<file path="src/rtl/usb_dev_line_ctrl.sv">
// Device-side USB line-state controller and Dp/Dm transmit arbiter.
// Optional low-speed decode (swapped J/K) is enabled by defining USB_DEV_LINE_CTRL_LS_EN.
module usb_dev_line_ctrl #(
    parameter int CON_TICKS    = 30,
    parameter int RST_TICKS    = 30,
    parameter int SUSP_TICKS   = 36000,
    parameter int RESUME_TICKS = 12000,
    parameter int CNT_W        = 16
) (
    input  logic       clock,
    input  logic       reset_n,
    input  logic       bit_tick,
    input  logic       vbus,
    input  logic       line_dp,
    input  logic       line_dm,
    input  logic       rwk_req,
    input  logic       hs_req,
    input  logic       data_req,
    input  logic       tx_done,
    output logic       pullup_en,
    output logic       tx_oe,
    output logic       drive_k,
    output logic       hs_gnt,
    output logic       data_gnt,
    output logic       bus_reset,
    output logic       bus_reset_p,
    output logic       suspend,
    output logic [2:0] state
);

    localparam logic [2:0] ST_DETACH      = 3'd0;
    localparam logic [2:0] ST_ATTACH_WAIT = 3'd1;
    localparam logic [2:0] ST_IDLE        = 3'd2;
    localparam logic [2:0] ST_BUS_RST     = 3'd3;
    localparam logic [2:0] ST_SUSPEND     = 3'd4;
    localparam logic [2:0] ST_RESUME_DRV  = 3'd5;
    localparam logic [2:0] ST_RESUME_WAIT = 3'd6;

    localparam logic [CNT_W-1:0] CNT_ZERO    = {CNT_W{1'b0}};
    localparam logic [CNT_W-1:0] CON_LAST    = CNT_W'(CON_TICKS - 1);
    localparam logic [CNT_W-1:0] RST_LAST    = CNT_W'(RST_TICKS - 1);
    localparam logic [CNT_W-1:0] SUSP_LAST   = CNT_W'(SUSP_TICKS - 1);
    localparam logic [CNT_W-1:0] RESUME_LAST = CNT_W'(RESUME_TICKS - 1);

    logic             vbus_meta_r, vbus_sync_r;
    logic             dp_meta_r, dp_sync_r;
    logic             dm_meta_r, dm_sync_r;
    logic             line_j_s, line_k_s, line_se0_s;
    logic [2:0]       state_r, state_nxt_s;
    logic             state_chg_s;
    logic [CNT_W-1:0] cnt_r, cnt_nxt_s, cnt_d_s;
    logic [CNT_W-1:0] se0_cnt_r, se0_nxt_s, se0_d_s;
    logic [CNT_W-1:0] j_cnt_r, j_nxt_s, j_d_s;
    logic             pullup_nxt_s, tx_oe_nxt_s, drive_k_nxt_s;
    logic             hs_gnt_nxt_s, data_gnt_nxt_s;
    logic             bus_reset_nxt_s, bus_reset_p_nxt_s, suspend_nxt_s;

    function automatic logic [CNT_W-1:0] sat_inc(input logic [CNT_W-1:0] v);
        if (v == {CNT_W{1'b1}}) begin
            sat_inc = v;
        end else begin
            sat_inc = v + {{(CNT_W-1){1'b0}}, 1'b1};
        end
    endfunction

    // two-flop synchronisers for the asynchronous bus-side inputs
    always_ff @(posedge clock or negedge reset_n) begin
        if (!reset_n) begin
            vbus_meta_r <= 1'b0;
            vbus_sync_r <= 1'b0;
            dp_meta_r   <= 1'b0;
            dp_sync_r   <= 1'b0;
            dm_meta_r   <= 1'b0;
            dm_sync_r   <= 1'b0;
        end else begin
            vbus_meta_r <= vbus;
            vbus_sync_r <= vbus_meta_r;
            dp_meta_r   <= line_dp;
            dp_sync_r   <= dp_meta_r;
            dm_meta_r   <= line_dm;
            dm_sync_r   <= dm_meta_r;
        end
    end

    // line decode; SE1 is neither J, K nor SE0 and so falls into the clearing branches
    always_comb begin
        line_se0_s = ~dp_sync_r & ~dm_sync_r;
`ifdef USB_DEV_LINE_CTRL_LS_EN
        line_j_s   = ~dp_sync_r &  dm_sync_r;
        line_k_s   =  dp_sync_r & ~dm_sync_r;
`else
        line_j_s   =  dp_sync_r & ~dm_sync_r;
        line_k_s   = ~dp_sync_r &  dm_sync_r;
`endif
    end

    // state register with the state timer and the two line-run counters
    always_ff @(posedge clock or negedge reset_n) begin
        if (!reset_n) begin
            state_r   <= ST_DETACH;
            cnt_r     <= CNT_ZERO;
            se0_cnt_r <= CNT_ZERO;
            j_cnt_r   <= CNT_ZERO;
        end else begin
            state_r   <= state_nxt_s;
            cnt_r     <= cnt_d_s;
            se0_cnt_r <= se0_d_s;
            j_cnt_r   <= j_d_s;
        end
    end

    assign state_chg_s = (state_nxt_s != state_r);
    assign cnt_d_s     = state_chg_s ? CNT_ZERO : cnt_nxt_s;
    assign se0_d_s     = state_chg_s ? CNT_ZERO : se0_nxt_s;
    assign j_d_s       = state_chg_s ? CNT_ZERO : j_nxt_s;
    assign state       = state_r;

    // next-state and counter advance
    always_comb begin
        state_nxt_s = state_r;
        cnt_nxt_s   = cnt_r;
        se0_nxt_s   = se0_cnt_r;
        j_nxt_s     = j_cnt_r;
        if (!vbus_sync_r) begin
            state_nxt_s = ST_DETACH;
        end else begin
            case (state_r)
                ST_DETACH: begin
                    state_nxt_s = ST_ATTACH_WAIT;
                end
                ST_ATTACH_WAIT: begin
                    if (bit_tick) begin
                        if (cnt_r == CON_LAST) begin
                            state_nxt_s = ST_IDLE;
                        end else begin
                            cnt_nxt_s = sat_inc(cnt_r);
                        end
                    end else begin
                        cnt_nxt_s = cnt_r;
                    end
                end
                ST_IDLE: begin
                    // our own transmission must not be mistaken for bus activity
                    if (tx_oe) begin
                        se0_nxt_s = CNT_ZERO;
                        j_nxt_s   = CNT_ZERO;
                    end else if (bit_tick && line_se0_s) begin
                        j_nxt_s = CNT_ZERO;
                        if (se0_cnt_r == RST_LAST) begin
                            state_nxt_s = ST_BUS_RST;
                        end else begin
                            se0_nxt_s = sat_inc(se0_cnt_r);
                        end
                    end else if (bit_tick && line_j_s) begin
                        se0_nxt_s = CNT_ZERO;
                        if (j_cnt_r == SUSP_LAST) begin
                            state_nxt_s = ST_SUSPEND;
                        end else begin
                            j_nxt_s = sat_inc(j_cnt_r);
                        end
                    end else if (bit_tick) begin
                        se0_nxt_s = CNT_ZERO;
                        j_nxt_s   = CNT_ZERO;
                    end else begin
                        se0_nxt_s = se0_cnt_r;
                    end
                end
                ST_BUS_RST: begin
                    if (bit_tick && (line_j_s || line_k_s)) begin
                        state_nxt_s = ST_IDLE;
                    end else begin
                        state_nxt_s = state_r;
                    end
                end
                ST_SUSPEND: begin
                    if (bit_tick && line_k_s) begin
                        state_nxt_s = ST_RESUME_WAIT;
                    end else if (bit_tick && line_se0_s && (se0_cnt_r == RST_LAST)) begin
                        state_nxt_s = ST_BUS_RST;
                    end else if (rwk_req) begin
                        state_nxt_s = ST_RESUME_DRV;
                    end else if (bit_tick && line_se0_s) begin
                        se0_nxt_s = sat_inc(se0_cnt_r);
                    end else if (bit_tick) begin
                        se0_nxt_s = CNT_ZERO;
                    end else begin
                        se0_nxt_s = se0_cnt_r;
                    end
                end
                ST_RESUME_DRV: begin
                    if (bit_tick) begin
                        if (cnt_r == RESUME_LAST) begin
                            state_nxt_s = ST_RESUME_WAIT;
                        end else begin
                            cnt_nxt_s = sat_inc(cnt_r);
                        end
                    end else begin
                        cnt_nxt_s = cnt_r;
                    end
                end
                ST_RESUME_WAIT: begin
                    // a non-zero SE0 run means the previous tick was SE0: J now ends the EOP
                    if (bit_tick && line_se0_s) begin
                        if (se0_cnt_r == RST_LAST) begin
                            state_nxt_s = ST_BUS_RST;
                        end else begin
                            se0_nxt_s = sat_inc(se0_cnt_r);
                        end
                    end else if (bit_tick && line_j_s && (se0_cnt_r != CNT_ZERO)) begin
                        state_nxt_s = ST_IDLE;
                    end else if (bit_tick) begin
                        se0_nxt_s = CNT_ZERO;
                    end else begin
                        se0_nxt_s = se0_cnt_r;
                    end
                end
                default: begin
                    state_nxt_s = ST_DETACH;
                end
            endcase
        end
    end

    // output decode from the upcoming state, including transmitter arbitration
    always_comb begin
        hs_gnt_nxt_s   = 1'b0;
        data_gnt_nxt_s = 1'b0;
        if (state_nxt_s != ST_IDLE) begin
            hs_gnt_nxt_s   = 1'b0;
            data_gnt_nxt_s = 1'b0;
        end else if (hs_gnt || data_gnt) begin
            hs_gnt_nxt_s   = hs_gnt & ~tx_done;
            data_gnt_nxt_s = data_gnt & ~tx_done;
        end else if (state_r == ST_IDLE) begin
            hs_gnt_nxt_s   = hs_req;
            data_gnt_nxt_s = data_req & ~hs_req;
        end else begin
            hs_gnt_nxt_s   = 1'b0;
            data_gnt_nxt_s = 1'b0;
        end
        drive_k_nxt_s     = (state_nxt_s == ST_RESUME_DRV);
        tx_oe_nxt_s       = hs_gnt_nxt_s | data_gnt_nxt_s | drive_k_nxt_s;
        pullup_nxt_s      = (state_nxt_s != ST_DETACH) && (state_nxt_s != ST_ATTACH_WAIT);
        bus_reset_nxt_s   = (state_nxt_s == ST_BUS_RST);
        bus_reset_p_nxt_s = (state_nxt_s == ST_BUS_RST) && (state_r != ST_BUS_RST);
        suspend_nxt_s     = (state_nxt_s == ST_SUSPEND);
    end

    // registered outputs
    always_ff @(posedge clock or negedge reset_n) begin
        if (!reset_n) begin
            pullup_en   <= 1'b0;
            tx_oe       <= 1'b0;
            drive_k     <= 1'b0;
            hs_gnt      <= 1'b0;
            data_gnt    <= 1'b0;
            bus_reset   <= 1'b0;
            bus_reset_p <= 1'b0;
            suspend     <= 1'b0;
        end else begin
            pullup_en   <= pullup_nxt_s;
            tx_oe       <= tx_oe_nxt_s;
            drive_k     <= drive_k_nxt_s;
            hs_gnt      <= hs_gnt_nxt_s;
            data_gnt    <= data_gnt_nxt_s;
            bus_reset   <= bus_reset_nxt_s;
            bus_reset_p <= bus_reset_p_nxt_s;
            suspend     <= suspend_nxt_s;
        end
    end

endmodule
</file>
<file path="config.mk">
export PLATFORM = sky130hd
export DESIGN_NAME = usb_dev_line_ctrl
export DESIGN_NICKNAME = d
export VERILOG_FILES = /design/src/rtl/usb_dev_line_ctrl.sv
export SDC_FILE = /design/constraint.sdc
export NUM_CORES = 1
export LEC_CHECK = 0
export CAP_MARGIN = 0
export CORE_ASPECT_RATIO = 1.5
export CORE_MARGIN = 2
export CORE_UTILIZATION = 45
export DETAILED_ROUTE_END_ITERATION = 8
export GPL_ROUTABILITY_DRIVEN = 0
export GPL_TIMING_DRIVEN = 0
export PLACE_DENSITY = 0.68
export RECOVER_POWER = 25
export SYNTH_ARGS = -nofsm -noshare
export SYNTH_HDL_FRONTEND = slang
export SYNTH_SLANG_ARGS = --single-unit
export TNS_END_PERCENT = 1
</file>
<file path="constraint.sdc">
create_clock -name clock -period 4.9 [get_ports clock]
set_clock_uncertainty 0.15 [all_clocks]
set_input_delay 0.49 -clock clock [delete_from_list [all_inputs] [get_ports clock]]
set_output_delay 0.49 -clock clock [all_outputs]
set_load 0.02 [all_outputs]
</file>
==> impl_metrics.py <==
metrics = {
    "worst_setup_path": {
        "crit_path_start_kind": "primary input",
        "crit_type": "in2reg",
        "critPathMaxStageDelay_ps": 720,
        "cpMaxStageDelayCell": "nor4bb_1",
        "worstPathRequired_ps": 4940,
        "r2r_slack_ps": 1510,
        "crit_chain": "clkdlybuf4s50_1 > nor4bb_1 > nand2_1 > o21a_1 > a211oi_1 > o211ai_1 > o311ai_2 > clkbuf_1 > nor2_1",
        "end_kind": "flop",
        "cp_max_fo": 10,
        "crit_arrival_ps": 3500,
    },
    "global_route": {
        "grt_max_degree": 66,
        "antenna_found_initial": 0,
        "grt_pass1_vias": 3894,
        "grt_use_total_pct": 24.0,
        "overflow": 0,
        "grt_pass1_wl_mm": 18.5,
    },
    "sta": {
        "final-setup-viol-count": 0,
        "rsz0062_at_grt": "false",
        "hold_viol_final": 0,
        "tightest_slew_ps": 3440,
        "tns_ps": 0,
        "min_period_ps": 3460,
        "setup_slack_ps": 1440,
        "maxSlewHeadroom_pct": -130,
        "slew_viol_final": 66,
        "period_share_pct": 70.6,
        "hold_ws_ps": 200,
        "fmax_ghz": 0.289,
    },
    "layout": {
        "final_common_cell": "nor2_1",
        "diodes": 0,
        "drive_above_1_share_pct": 7.09,
        "multi_input_area_sq_um": 2350,
        "fin_area_sq_um": 4830,
        "seqCellArea_sq_um": 1630,
        "final_cell_mix": "66 x nor2_1, 65 x dfrtp_1, 46 x nand2_1",
        "synthToLayoutAreaGrowth_pct": 15.9,
        "fillers": 888,
        "nNetsFinal": 551,
    },
    "floorplan": {
        "num_rows": 43,
        "die_height_microns": 122,
        "io_pins": 21,
        "dieArea_sq_um": 10100,
        "dieWidth_microns": 82.6,
        "core_area_sq_um": 9150,
        "initial_core_util_pct": 45.6,
    },
    "cts": {
        "insertion_delay_ps": 340,
        "cts_tree": "yes",
        "cts_buffers": 9,
        "cts.repair.resized": 0,
        "post_cts_buffers": 0,
        "clockRootBuffer": "clkbuf_16",
        "cts_hold_buf": 0,
        "clk_pin_slew_ps": 50,
        "htree_levels": 3,
        "cts.sinks": 65,
        "ctsLongestPathBuffers": 2,
    },
    "route": {
        "vias_per_cell": 6.35,
        "wl_per_cell_microns": 17.2,
        "drc": 0,
        "vias": 4112,
        "drt_first_pass_iters": 5,
        "dr.first_iter.drc_count": 285,
        "drt_wl_total_mm": 11.2,
        "ant_nets": 0,
    },
    "yosys": {
        "ys_seq_elements": 65,
        "synthSimpleGateAreaFrac_pct": 30.3,
        "synthMuxAreaShare_pct": 0,
        "synth_area_sq_um": 4170,
        "synth_area_per_cell_sq_um": 8.32,
        "ys_seq_area_share_pct": 39.0,
        "synth_cell_types": 61,
        "yosys_warnings": 0,
        "synth_xor_area_share_pct": 3.36,
        "syn_inst": 501,
        "synth_nets": 520,
        "synth_fa_ha_area_share_pct": 2.70,
        "synth_edf_count": 0,
        "synth_top_family_by_area": "simple AND/OR/NAND/NOR gates",
        "dominantRegCellSynth": "dfrtp_1",
        "synthArstFlopShare_pct": 100,
        "synth_compound_area_share_pct": 20.0,
    },
    "placed_design": {
        "pre_cts_ws_ps": 1130,
        "hpwl_mm": 7.84,
        "postPlaceCellArea_sq_um": 4510,
        "port_buffers": 20,
    },
    "run": {
        "cap_violations": 1,
    },
    "power": {
        "power_leakage_uw": 0.00187,
        "irDropWorstVdd_v": 0.000198,
        "p_per_area_nw_per_um2": 273,
    },
    "run_status": {
        "violations": "capacitance limit, slew limit",
        "status": "finished, violations left",
    },
    "worst_hold_path": {
        "hp-class": "reg2reg",
    },
}
sequential cells by signal (all words and copies together) (netlist names):
register and flops:
bus_reset 1, bus_reset_p 1, drive_k 1, j_cnt_r 16, se0_cnt_r 16, cnt_r 16, suspend 1, vbus_sync_r 1
dp_sync_r 1, dm_meta_r 1, tx_oe 1, state 3, pullup_en 1, vbus_meta_r 1, dp_meta_r 1, hs_gnt 1
dm_sync_r 1, data_gnt 1
critical path, delay by kind of cell:
family	cells	cell delay, ps
AO/OA/AOI/OAI	4	720
buffers and inverters	2	1220
AND/OR/NAND/NOR	3	1050
per-stage QoR:
step	utilization [%]	power [uW]	std cells
finish	52.8	1320	648
global route	52.8	1360	648
CTS	52.9	1340	648
detailed placement	49.3	624	633
global placement	49.3	623	633
floorplan	-	589	501
synthesized netlist by cell type, types with 6 or more instances:
library cell	count	share of area (%)
nor4b_1	7	1.5
buf_2	6	0.72
nand4_1	14	2.1
o31a_1	8	1.7
clkbuf_1	17	1.5
dfrtp_1	65	39
a211oi_1	6	1.1
inv_1	20	1.8
a31oi_1	9	1.4
and2_1	10	1.5
ha_1	9	2.7
nor2_1	66	5.9
nand2_1	46	4.1
and3_1	6	0.90
nor3_1	18	2.2
o21ai_0	33	4.0
a21oi_1	29	3.5
nor4_1	15	2.3
xnor2_1	14	2.9
nand3_1	25	3.0
layout make-up:
type	count	area share (%)
multi-input cells	390	48.6
flip-flops and latches	65	33.7
clock buffers	11	5.23
repair buffers	20	4.01
well taps	112	2.90
plain buffers	25	2.41
inverters	21	1.63
clock inverters	4	1.58
metal layers:
layer | track usage (%) | share of wire, % | vias up
met1 | 28.4 | 40 | 1984
met4 | 14.7 | 4.1 | 0
met2 | 39.9 | 51 | 185
met3 | 3.78 | 5.1 | 36
met5 | 0 | 0 | -
li1 | - | - | 1907
kinds of logic (layout without fill, tap and decap cells):
| family | Yosys count | after routing |
|---|---|---|
| AOI/OAI and AO/OA | 124 | 124 |
| xor gates and xnor gates | 16 | 16 |
| DFF | 65 | 65 |
| and+or+nand+nor | 241 | 241 |
| buffers and inverters | 46 | 81 |
| adders and majority gates | 9 | 9 |
worst paths after layout:
path,from,cells past startpoint,endpoint
min in group asynchronous,reset_n,1,se0_cnt_r[7]
hold reg to reg,dm_meta_r,0,dm_sync_r
setup reg to reg,dp_sync_r,10,se0_cnt_r[14]
max in group asynchronous,reset_n,1,j_cnt_r[4]
setup / recovery,bit_tick,9,se0_cnt_r[14]
hold / removal,dm_meta_r,0,dm_sync_r
report_power, final:
part           internal, uW  switching (uW)  leakage [uW]
clock network           471             237      0.000158
registers               541            3.34      0.000892
logic                  20.6            48.9      0.000825
total                  1030             289       0.00187
Note: power is estimated with default switching activity, not from simulation.
